<file path="src/rtl/ops_defs.sv">
// ops_defs: shared op codes, FSM states and widths for the gate library checkers
package ops_defs;
    localparam logic [1:0] OP_AND  = 2'b00;
    localparam logic [1:0] OP_OR   = 2'b01;
    localparam logic [1:0] OP_XOR  = 2'b10;
    localparam logic [1:0] OP_NAND = 2'b11;
    localparam int ERR_W = 8;
    typedef enum logic {S_IDLE, S_RUN} state_t;
endpackage

</file>
<file path="src/rtl/op_expect.sv">
// op_expect: combinational truth-table reference for the two-input gate ops
module op_expect
    import ops_defs::*;
(
    input  logic [1:0] op,
    input  logic       a,
    input  logic       b,
    output logic       out
);
    // select the reference result for the requested operation
    always_comb begin
        out = (op == OP_AND) ? (a & b) :
              (op == OP_OR)  ? (a | b) :
              (op == OP_XOR) ? (a ^ b) : ~(a & b);
    end
endmodule

</file>
<file path="src/rtl/gate_bist_driver.sv">
// gate_bist_driver: sweeps all {a,b} vectors into a gate and checks its output
module gate_bist_driver
    import ops_defs::*;
#(
    parameter int SETTLE = 2,
    parameter int LOOPS  = 1
) (
    input  logic             clk,
    input  logic             rst,
    input  logic             start,
    input  logic [1:0]       op,
    output logic             dut_a,
    output logic             dut_b,
    input  logic             dut_out,
    output logic             busy,
    output logic             done,
    output logic             pass,
    output logic [ERR_W-1:0] err_cnt,
    output logic [1:0]       fail_vec
);
    localparam int LW = $clog2(LOOPS + 1);

    state_t          state, state_nx;
    logic [1:0]      op_q, vec;
    logic [7:0]      settle;
    logic [LW-1:0]   loops;
    logic            exp_out, sample, mism, last;

    op_expect u_exp (.op(op_q), .a(vec[1]), .b(vec[0]), .out(exp_out));

    assign dut_a = vec[1];
    assign dut_b = vec[0];

    // sample strobe, mismatch, end-of-run detection and next state
    always_comb begin
        sample   = (state == S_RUN) && (settle == 8'd0);
        mism     = sample && (dut_out != exp_out);
        last     = sample && (vec == 2'b11) && (loops == LW'(LOOPS - 1));
        state_nx = (state == S_IDLE) ? (start ? S_RUN : S_IDLE) : (last ? S_IDLE : S_RUN);
    end

    // state register
    always_ff @(posedge clk) begin
        if (rst) state <= S_IDLE;
        else     state <= state_nx;
    end

    // vector sequencing, settle/loop counting and result capture
    always_ff @(posedge clk) begin
        if (rst) begin
            op_q     <= OP_AND;
            vec      <= 2'b00;
            settle   <= 8'd0;
            loops    <= '0;
            busy     <= 1'b0;
            done     <= 1'b0;
            pass     <= 1'b0;
            err_cnt  <= '0;
            fail_vec <= 2'b00;
        end else begin
            done <= 1'b0;
            if (state == S_IDLE && start) begin
                op_q     <= op;
                vec      <= 2'b00;
                settle   <= 8'(SETTLE);
                loops    <= '0;
                busy     <= 1'b1;
                pass     <= 1'b0;
                err_cnt  <= '0;
                fail_vec <= 2'b00;
            end else if (state == S_RUN) begin
                if (!sample) begin
                    settle <= settle - 8'd1;
                end else begin
                    if (mism && err_cnt != '1) err_cnt <= err_cnt + 8'd1;
                    if (mism && err_cnt == '0) fail_vec <= vec;
                    vec    <= vec + 2'd1;
                    settle <= 8'(SETTLE);
                    if (vec == 2'b11) loops <= loops + 1'b1;
                    if (last) begin
                        vec  <= 2'b00;
                        busy <= 1'b0;
                        done <= 1'b1;
                        pass <= !mism && (err_cnt == '0);
                    end
                end
            end
        end
    end
endmodule

</file>
<file path="config.mk">
export PLATFORM = sky130hd
export DESIGN_NAME = gate_bist_driver
export DESIGN_NICKNAME = d
export VERILOG_FILES = /design/src/rtl/ops_defs.sv /design/src/rtl/op_expect.sv /design/src/rtl/gate_bist_driver.sv
export SDC_FILE = /design/constraint.sdc
export NUM_CORES = 1
export LEC_CHECK = 0
export BUFFER_PORTS_ARGS = -buffer_cell sky130_fd_sc_hd__buf_2
export CORE_ASPECT_RATIO = 0.75
export CORE_MARGIN = 1.5
export CORE_UTILIZATION = 29
export DETAILED_ROUTE_END_ITERATION = 8
export PLACE_DENSITY_LB_ADDON = 0.1
export SYNTH_ARGS = -nofsm -noshare
export SYNTH_HDL_FRONTEND = slang
export SYNTH_SLANG_ARGS = --single-unit
</file>
<file path="constraint.sdc">
create_clock -name clk -period 2.32 [get_ports clk]
set_input_delay 0 -clock clk [delete_from_list [all_inputs] [get_ports clk]]
set_output_delay 0 -clock clk [all_outputs]
set_load 0.005 [all_outputs]
</file>
==> flow_summary_export.csv, run 1 <==
group,metric,value,unit
run_status,status,"completed",
hold_path,hold_class,"input port to flip-flop",
grt,grt_max_degree,18,
worst_setup_path,critPathBufInv,1,
clock_tree,cts_tree,"done",
worst_setup_path,crit_family,"simple AND/OR/NAND/NOR gates",
final_layout,fillers,468,
drt,wl,2.94,mm
worst_setup_path,ff2ff_path_depth,7,
grt,grt_pass1_vias,1111,
pwr,worst_ir_drop_vdd,0.228,mV
timing,hold_slack,0.397,ns
worst_setup_path,critical-path-slowest-cell,"or4_1",
final_layout,antenna_cells,0,
floorplan,ios,21,
grt,grt_remaining_overflow,0,
timing,fin_crit,2.19,ns
worst_setup_path,critPathLaunch,"vec[1]",
floorplan,die_w,82.5,um
worst_setup_path,critical_path.max_stage_delay,0.51,ns
hold_path,hold_start,"dut_out",
worst_setup_path,crit_chain,"inv_1, ha_1, and2_1, or4_4, and4_4, or4_1, a21oi_1",
grt,antenna_found_initial,0,
final_layout,area_growth,20.3,%
timing,finClkSkew,0.00641,ns
pwr,power_density,564,mW/mm^2
worst_setup_path,cp-endpoint,"err_cnt[5]",
synthesis,synth_nets,174,
worst_setup_path,r2r_start,"vec[1]",
drt,wire_per_inst,11.8,um
final_layout,finalInstanceArea,0.00165,sq mm
floorplan,fp.dieArea,0.00516,sq mm
worst_setup_path,cp_num_cells,7,
timing,worst_slew_pin_slew,0.569,ns
timing,fmax,456,MHz
drt,drc_errors,0,
worst_setup_path,arrival,2.39,ns
synthesis,synth_cell_types,35,
clock_tree,cts.sinks,27,
timing,fin_crit_sh,0.945,
clock_tree,cts-root-buf,"clkbuf_8",
clock_tree,h-tree-depth,1,
floorplan,start_util,0.304,
grt,grt_util_all_layers,0.122,
final_layout,nets,204,
timing,setup_ws,0.128,ns
drt,firstDrtPassIters,4,
final_layout,layout-drive-gt1-share,0.194,
worst_setup_path,rrSetupSlack,0.13,ns
place,placed_cells,235,
clock_tree,cts_buffer_depth,2,
worst_setup_path,path_max_fanout,13,
worst_setup_path,critical_path_required,2.52,ns
synthesis,syn_area_per_cell,8.48,sq um
pwr,internal-power,678,uW
clock_tree,numCtsBuffers,3,
pwr,pwr-share-seq,0.537,
timing,finalMaxSlewViolations,0,
clock_tree,insertion_delay,0.27,ns
place,place_area,0.00152,sq mm
clock_tree,clkTransAtPathRegs,0.09,ns
grt,grt_pass1_wl,4.93,mm
floorplan,core,0.00452,sq mm
synthesis,ys.warnings.count,0,
timing,setup_violations,0,
floorplan,rows,21,
pwr,power.switching,255,uW
synthesis,synth_area_leader_cell,"dfxtp_1",
final_layout,layoutNonFillerInstCount,248,
drt,drt_iter0_markers,72,
synthesis,synthTopCellsByArea,"dfxtp_1 39%, ha_1 5.5%, a21oi_1 5.1%",
worst_setup_path,r2r-end,"err_cnt[5]",
drt,vias,1218,
drt,viasPerCell,4.91,
timing,final-hold-violation-count,0,
timing,relSlewSlack,0.616,
place,pre_cts_ws,0.0775,ns
synthesis,synth_top_area_frac,0.393,
floorplan,dieHeight,62.6,um
pwr,power.share.clock,0.284,
place,port_buffers,20,
synthesis,ys_ff_latch,27,
drt,ant_nets,0,
worst_setup_path,path_class,"flip-flop to flip-flop",
timing,rsz0062_at_grt,"no",
worst_setup_path,start_kind,"flip-flop",
pwr,switching_share,0.273,
place,gp_congestion,0.853,
run,cap_violations,0,
synthesis,synth.yosys.seq_area_share,0.393,
place,dp_hpwl,2.12,mm
pwr,p_comb_frac,0.180,
timing,fin_tns_setup,0,ns
synthesis,synth_area,0.00137,sq mm
worst_setup_path,cp-end-kind,"flip-flop",
pwr,total_leakage_power,0.648,nW
synthesis,syn_inst,162,
[synth_stat cells]
| cell type | count |
|---|---|
| mux2i_1 | 2 |
| nor3_1 | 6 |
| nor2_1 | 16 |
| o21ai_1 | 5 |
| dfxtp_1 | 27 |
| nand2_1 | 14 |
| buf_6 | 3 |
| or3_1 | 3 |
| xnor2_1 | 3 |
| or4_1 | 5 |
| nor4_1 | 1 |
| and2_1 | 2 |
| or4b_1 | 1 |
| o21ai_0 | 2 |
| ha_1 | 6 |
| nand2_2 | 1 |
| or4_4 | 1 |
| nand3_1 | 7 |
| inv_1 | 7 |
| and4_1 | 2 |
| a311oi_1 | 1 |
| nor3b_1 | 1 |
| or2_2 | 1 |
| and3_1 | 1 |
| nor4_4 | 1 |
| o31ai_1 | 5 |
| a21oi_1 | 14 |
| xor2_1 | 4 |
| and4_4 | 1 |
| nor4b_1 | 1 |
| nand4_1 | 6 |
| nor2b_1 | 6 |
| nand2b_1 | 1 |
| nor4bb_1 | 1 |
| clkbuf_1 | 4 |
[how the worst min path moves through the flow]
stage / cells past startpoint / end
2_1_floorplan: 1 / settle[1]
3_3_place_gp: 3 / op_q[0]
3_5_place_dp: 3 / op_q[0]
4_1_cts: 5 / err_cnt[0]
5_1_grt: 5 / fail_vec[0]
6_report: 5 / err_cnt[1]
[cells in the final DEF, fill, tap and decap left out, types with 2 or more instances in the layout]
cell / n
a21oi_1: 14
and2_1: 2
and4_1: 2
buf_2: 20
buf_4: 6
clkbuf_8: 3
dfxtp_1: 25
dlygate4sd3_1: 6
ha_1: 6
inv_1: 7
mux2i_1: 2
nand2_1: 14
nand3_1: 7
nand4_1: 6
nor2_1: 16
nor2b_1: 6
nor3_1: 6
o21ai_0: 2
o21ai_1: 5
o31ai_1: 5
or3_1: 3
or4_1: 5
xnor2_1: 3
xor2_1: 4
[worst reg2reg max path, cell delays in order, from the launching register on]
cell and delay, ns:
dfxtp_2 0.38, inv_1 0.05, ha_1 0.19, and2_1 0.17, or4_4 0.42, and4_4 0.26
or4_1 0.51, a21oi_1 0.15
[through the flow]
| stage | total power, mW | utilization |
|---|---|---|
| finish | 0.933 | 0.366 |
| global route | 0.995 | 0.366 |
| CTS | 0.945 | 0.360 |
| detailed placement | 0.662 | 0.336 |
| global placement | 0.660 | 0.336 |
| floorplan | 0.634 | - |
[metal layers]
metal	GRT usage	up-vias	share of wire
li1	-	632	-
met1	0.168	565	0.52
met2	0.186	19	0.44
met3	0.0292	2	0.035
met4	0.0339	0	0.0092
met5	0	-	0
[cell type report]
class	count	area [sq um]	share of cell area
Multi-Input combinational cell	121	758	0.459
Sequential cell	27	546	0.330
Clock buffer	3	41.3	0.0250
Clock inverter	1	5.00	0.00303
Timing Repair Buffer	32	205	0.124
Tap cell	57	71.3	0.0431
Inverter	7	26.3	0.0159
[cells by family (layout without fill, tap and decap cells)]
| kind of cell | after synthesis | after routing | share of synthesized area |
|---|---|---|---|
| and+or+nand+nor | 79 | 79 | 0.328 |
| AOI/OAI and AO/OA | 27 | 27 | 0.110 |
| DFF | 27 | 27 | 0.393 |
| buffers and inverters | 14 | 43 | 0.0546 |
| xor gates and xnor gates | 7 | 7 | 0.0446 |
| adders and majority gates | 6 | 6 | 0.0546 |
| muxes | 2 | 2 | 0.0146 |
[state kept, by name, summed over array words and instances (netlist names)]
register and count:
state 1, done 1, settle 8, pass 1, op_q 2, loops 1, vec 2, fail_vec 2
err_cnt 8, busy 1
[power by group through the flow]
stage | sequential (mW) | clock, mW | combinational [mW]
after global routing | 0.505 | 0.302 | 0.189
after CTS | 0.501 | 0.284 | 0.160
final | 0.500 | 0.265 | 0.167
after global placement | 0.511 | 0 | 0.149
after floorplan | 0.508 | 0 | 0.126
after detailed placement | 0.512 | 0 | 0.150
[what timing repair did]
| action | in CTS | in global routing |
|---|---|---|
| buffers inserted | 0 | 3 |
| endpoints found under the setup margin | 0 | 5 |
| gates resized for setup | 0 | 3 |
| hold buffers | 6 | 0 |
| hold endpoints to repair | 6 | 0 |
No activity file was read; power rests on OpenSTA's default activity.
==> run 2: changes to the inputs <==
--- a/config.mk
+++ b/config.mk
@@ -11,6 +11,8 @@
 export CORE_UTILIZATION = 29
 export DETAILED_ROUTE_END_ITERATION = 8
 export PLACE_DENSITY_LB_ADDON = 0.1
+export SETUP_SLACK_MARGIN = 0.2
+export SLEW_MARGIN = 20
 export SYNTH_ARGS = -nofsm -noshare
 export SYNTH_HDL_FRONTEND = slang
 export SYNTH_SLANG_ARGS = --single-unit
==> constraint.sdc (replaced) <==
create_clock -name clk -period 2.3 [get_ports clk]
set_input_delay 0 -clock clk [delete_from_list [all_inputs] [get_ports clk]]
set_output_delay 0 -clock clk [all_outputs]
set_load 0.005 [all_outputs]
==> run 2 against run 1 <==
Compared with the run above:
- final cell count grew 2.8%
- clock skew shrank 0.0039 ns
- hold slack gained 0.0093 ns
- critical path depth is the same
- wire length grew 17%
- largest power group unchanged
==> flow_summary_export.csv, run 2 (synthesis results as in run 1) <==
group,metric,value,unit
worst_setup_path,path_class,"flip-flop to flip-flop",
final_layout,final_cell_mix,"25 x dfxtp_1, 20 x buf_2, 16 x nor2_1, 14 x nand2_1, 12 x buf_4",
clock_tree,cts_buffer_depth,2,
clock_tree,insertion_delay,0.27,ns
worst_setup_path,path_max_fanout,6,
place,pre_cts_ws,0.169,ns
drt,vias,1283,
worst_setup_path,cp-end-kind,"flip-flop",
run_status,status,"completed",
clock_tree,h-tree-depth,1,
grt,met3_usage,0.0423,
timing,fmax,468,MHz
floorplan,core,0.00452,sq mm
timing,worst_slew_pin_slew,0.526,ns
drt,wire_per_inst,13.4,um
timing,relSlewSlack,0.644,
timing,finalMaxSlewViolations,0,
final_layout,nets,211,
grt,grt_remaining_overflow,0,
timing,fin_crit,2.13,ns
drt,viasPerCell,5.03,
worst_setup_path,start_kind,"flip-flop",
floorplan,rows,21,
floorplan,dieHeight,62.6,um
clock_tree,cts_tree,"done",
final_layout,antenna_cells,0,
place,placed_cells,235,
drt,drt_iter0_markers,68,
final_layout,fillers,469,
grt,antenna_found_initial,0,
clock_tree,numCtsBuffers,3,
final_layout,largestRegisters,"err_cnt x8, settle x8",
grt,top_usage_layer,"met2",
final_layout,layoutNonFillerInstCount,255,
final_layout,layout-drive-gt1-share,0.298,
clock_tree,cts-root-buf,"clkbuf_8",
place,gp_congestion,0.888,
grt,grt_util_met1,0.203,
grt,grt_util_all_layers,0.141,
place,port_buffers,20,
drt,ant_nets,0,
grt,grt_use_met2,0.205,
clock_tree,clkTransAtPathRegs,0.09,ns
floorplan,die_w,82.5,um
final_layout,final_common_cell,"dfxtp_1",
drt,firstDrtPassIters,4,
worst_setup_path,arrival,2.35,ns
floorplan,start_util,0.304,
timing,setup_ws,0.165,ns
timing,fin_tns_setup,0,ns
grt,grt_pass1_vias,1184,
timing,rsz0062_at_grt,"yes",
pwr,power,970,uW
drt,wl,3.42,mm
final_layout,area_growth,30.1,%
clock_tree,cts.sinks,27,
drt,drc_errors,0,
pwr,worst_ir_drop_vdd,0.271,mV
grt,grt_max_degree,16,
worst_setup_path,critical_path_required,2.51,ns
place,dp_hpwl,2.11,mm
grt,grt_pass1_wl,5.63,mm
pwr,total_leakage_power,0.700,nW
timing,setup_violations,0,
timing,finClkSkew,0.00254,ns
hold_path,hold_class,"input port to flip-flop",
run,cap_violations,0,
timing,final-hold-violation-count,0,
worst_setup_path,rrSetupSlack,0.17,ns
timing,fin_crit_sh,0.928,
floorplan,fp.dieArea,0.00516,sq mm
floorplan,ios,21,
pwr,power_density,542,mW/mm^2
run 2: cell types whose count changed in the layout (fill, tap and decap cells not counted), sizes merged:
| cell | previous run | this run |
|---|---|---|
| buf | 26 | 32 |
| and4 | 3 | 4 |
run 2: routing by layer:
metal | part of all wire | vias to the layer above | wire (um)
met5 | 0 | - | 0
met4 | 0.0058 | 0 | 20
met3 | 0.038 | 2 | 131
met2 | 0.44 | 26 | 1520
met1 | 0.51 | 606 | 1750
li1 | - | 649 | -
run 2: through the flow:
stage | utilization | area [sq um] | hold slack, ns
after floorplan | - | 1380 | 0.0721
after global routing | 0.396 | 1790 | 0.443
after global placement | 0.337 | 1520 | 0.239
after detailed placement | 0.337 | 1520 | 0.252
after CTS | 0.376 | 1700 | 0.389
final | 0.396 | 1790 | 0.406
run 2: worst paths after layout:
path,cells after the start,to,start
max,7,err_cnt[4],vec[0]
min reg2reg,2,pass,pass
min,5,err_cnt[1],dut_out
max reg2reg,7,err_cnt[4],vec[0]
run 2: power breakdown:
part,switching (mW),total [mW],leakage [nW],internal [mW]
clock network,0.152,0.273,0.0255,0.122
registers,0.0217,0.505,0.221,0.484
logic,0.103,0.191,0.453,0.0875
run 2: repair_timing:
action	CTS	global route
hold buffers	6	0
setup endpoints to repair	5	9
cloned	1	0
pin swaps	1	13
hold endpoints to repair	6	0
setup buffers	6	3
resized for setup	8	14
run 2: worst max-delay path, stage by stage, from the launching register on:
cell,delay [ns]
dfxtp_4,0.39
inv_4,0.04
ha_4,0.14
and2_4,0.15
or4_4,0.51
and4_4,0.22
or4_4,0.51
a21oi_2,0.11
run 2: area by class of cell:
type                    count  area, sq um  share of cell area
multi-input cells         122          841               0.470
flip-flops and latches     27          548               0.307
repair buffers             38          250               0.140
well taps                  57         71.3              0.0399
clock buffers               3         41.3              0.0231
inverters                   7         31.3              0.0175
clock inverters             1         5.00             0.00280
==> run 3: changes to the inputs <==
--- a/config.mk
+++ b/config.mk
@@ -5,6 +5,7 @@
 export SDC_FILE = /design/constraint.sdc
 export NUM_CORES = 1
 export LEC_CHECK = 0
+export ABC_AREA = 1
 export BUFFER_PORTS_ARGS = -buffer_cell sky130_fd_sc_hd__buf_2
 export CORE_ASPECT_RATIO = 0.75
 export CORE_MARGIN = 1.5
==> run 3 against run 2 <==
Compared with the run above:
- clock-buffer cell count unchanged
- sequential power about the same
- die area increased by 0.79%
- largest power group unchanged
- largest cell class unchanged
- sequential cell count unchanged
- clock power about the same
- core utilization decreased by 3.9 points
- highest routed layer unchanged
- final cell count increased by 4.7%
- critical path depth increased by 3
- non-clock buffer count decreased by 16
- setup slack improved by 0.43 ns
==> flow_summary_export.csv, run 3 <==
group,metric,value,unit
run_status,status,"completed",
clock_tree,clkTransAtPathRegs,0.09,ns
drt,viasPerCell,4.45,
floorplan,core,0.00452,sq mm
worst_setup_path,critPathLaunch,"vec[0]",
place,gp_congestion,0.841,
floorplan,start_util,0.306,
floorplan,ios,21,
floorplan,rows,21,
drt,drt_iter0_markers,87,
final_layout,area_growth,16.4,%
synthesis,ys.warnings.count,0,
timing,fin_tns_setup,0,ns
timing,fmax,588,MHz
floorplan,fp.dieArea,0.00520,sq mm
worst_setup_path,arrival,1.91,ns
synthesis,synth_nets,197,
worst_setup_path,cp-end-kind,"flip-flop",
hold_path,hold_class,"input port to flip-flop",
worst_setup_path,critical_path.max_stage_delay,0.37,ns
clock_tree,cts.sinks,27,
synthesis,synthTopCellsByArea,"dfxtp_1 39%, nand2_1 9.5%, nor2_1 6.0%",
final_layout,finalInstanceArea,0.00161,sq mm
grt,grt_pass1_wl,5.13,mm
final_layout,final_cell_mix,"35 x nand2_1, 27 x dfxtp_1, 22 x nor2_1, 20 x buf_2, 18 x inv_1",
synthesis,ys_ff_latch,27,
worst_setup_path,ff2ff_path_depth,10,
place,placed_cells,261,
worst_setup_path,start_kind,"flip-flop",
clock_tree,cts_tree,"done",
timing,setup_violations,0,
worst_setup_path,crit_chain,"inv_1, ha_1, inv_1, nand2_1, nand3_1, nand3_2, nand2_1, nor2_4, nand3_1, a21oi_1",
worst_setup_path,critical_path_required,2.51,ns
pwr,power_density,572,mW/mm^2
worst_setup_path,r2r_start,"vec[0]",
timing,fin_crit,1.70,ns
floorplan,dieHeight,62.9,um
synthesis,synth_common_cells,"35 x nand2_1, 27 x dfxtp_1, 22 x nor2_1",
timing,worst_slew_pin_slew,0.382,ns
timing,finClkSkew,0.00302,ns
clock_tree,insertion_delay,0.27,ns
drt,vias,1188,
drt,ant_nets,0,
clock_tree,cts_buffer_depth,2,
final_layout,antenna_cells,0,
clock_tree,numCtsBuffers,3,
synthesis,synth_cell_types,28,
final_layout,final_common_cell,"nand2_1",
grt,grt_remaining_overflow,0,
synthesis,syn_area_per_cell,7.49,sq um
grt,grt_util_all_layers,0.121,
worst_setup_path,crit_family,"simple AND/OR/NAND/NOR gates",
place,port_buffers,20,
drt,wl,2.99,mm
synthesis,ys.flop_type,"dfxtp_1",
synthesis,synth_top_area_frac,0.390,
floorplan,die_w,82.8,um
synthesis,synth-edff-count,0,
final_layout,nets,223,
grt,antenna_found_initial,0,
grt,grt_pass1_vias,1084,
drt,firstDrtPassIters,4,
final_layout,layoutNonFillerInstCount,267,
synthesis,yosysMostFrequentCell,"nand2_1",
synthesis,syn_inst,185,
grt,grt_max_degree,16,
run,cap_violations,0,
final_layout,largestRegisters,"err_cnt x8, settle x8",
worst_setup_path,r2r-end,"err_cnt[6]",
drt,wire_per_inst,11.2,um
final_layout,layout-drive-gt1-share,0.200,
worst_setup_path,cp_num_cells,10,
timing,relSlewSlack,0.746,
timing,rsz0062_at_grt,"no",
place,dp_hpwl,2.27,mm
worst_setup_path,path_max_fanout,8,
worst_setup_path,cp-endpoint,"err_cnt[6]",
synthesis,async_flop_share,0,
clock_tree,h-tree-depth,1,
synthesis,synth.yosys.seq_area_share,0.390,
synthesis,synth_area,0.00139,sq mm
worst_setup_path,critPathBufInv,2,
timing,fin_crit_sh,0.740,
pwr,worst_ir_drop_vdd,0.228,mV
drt,drc_errors,0,
worst_setup_path,rrSetupSlack,0.60,ns
clock_tree,cts-root-buf,"clkbuf_8",
worst_setup_path,path_class,"flip-flop to flip-flop",
timing,final-hold-violation-count,0,
place,place_area,0.00155,sq mm
timing,finalMaxSlewViolations,0,
synthesis,synth_area_leader_cell,"dfxtp_1",
worst_setup_path,critical-path-slowest-cell,"dfxtp_1",
pwr,total_leakage_power,0.685,nW
run 3: cell types whose count changed after synthesis, sizes merged, moves of 3 or more:
cell    before  now
or4          6    0
and4         3    0
inv          7   21
or2          1    4
clkbuf       4    0
nor2        16   27
nor2b        6    0
or3          3    0
nand3        7   17
o31ai        5    0
nand2       15   37
run 3: logic make-up (layout without fill, tap and decap cells):
logic type,after synthesis,count (layout),synth area share
flip-flops,27,27,0.390
XOR/XNOR,9,9,0.0569
AO/OA/AOI/OAI,24,24,0.0912
buffers and inverters,24,49,0.0714
adder cells (fa/ha/maj),6,6,0.0542
AND/OR/NAND/NOR,95,95,0.336
run 3: power breakdown:
part	internal (mW)	switching [mW]
Clock	0.122	0.149
Sequential	0.487	0.0161
Combinational	0.0549	0.0934
Total	0.663	0.259
run 3: worst min path at each step:
stage	start	end	slack, ns	depth (start not counted)
2_1_floorplan	rst	done	0.07	1
3_3_place_gp	rst	done	0.23	2
3_5_place_dp	rst	done	0.23	2
4_1_cts	op[1]	op_q[1]	0.03	3
5_1_grt	op[1]	op_q[1]	0.05	3
6_report	op[1]	op_q[1]	0.03	3
run 3: per-layer routing:
layer	wire length, um	part of all wire	track usage	up-vias
met4	24	0.0080	0.0292	0
li1	-	-	-	648
met1	1610	0.54	0.170	518
met3	91	0.030	0.0317	5
met2	1260	0.42	0.184	17
met5	0	0	0	-
run 3: area by class of cell:
type                    instances  area [sq um]
multi-input cells             134           746
inverters                      23          87.6
flip-flops and latches         27           541
clock inverters                 1          5.00
fillers                       504          2910
well taps                      57          71.3
repair buffers                 22           120
clock buffers                   3          41.3
run 3: stage by stage:
step	setup WS, ns	hold slack [ns]	power [mW]	util
3_5_place_dp	0.611	0.229	0.660	0.342
3_3_place_gp	0.646	0.231	0.656	0.342
4_1_cts	0.572	0.0279	0.940	0.357
6_report	0.599	0.0282	0.922	0.357
5_1_grt	0.408	0.0470	0.979	0.357
2_1_floorplan	0.806	0.0724	0.621	-
run 3: repair_timing:
action | in CTS | in global routing
hold buffers | 2 | 0
endpoints found under the hold margin | 3 | 0
gates resized for setup | 0 | 0
buffers inserted | 0 | 0
run 3: tightest hold or removal path, stage by stage:
cell     delay [ns]
buf_2          0.08
o21ai_0        0.07
a21oi_1        0.12
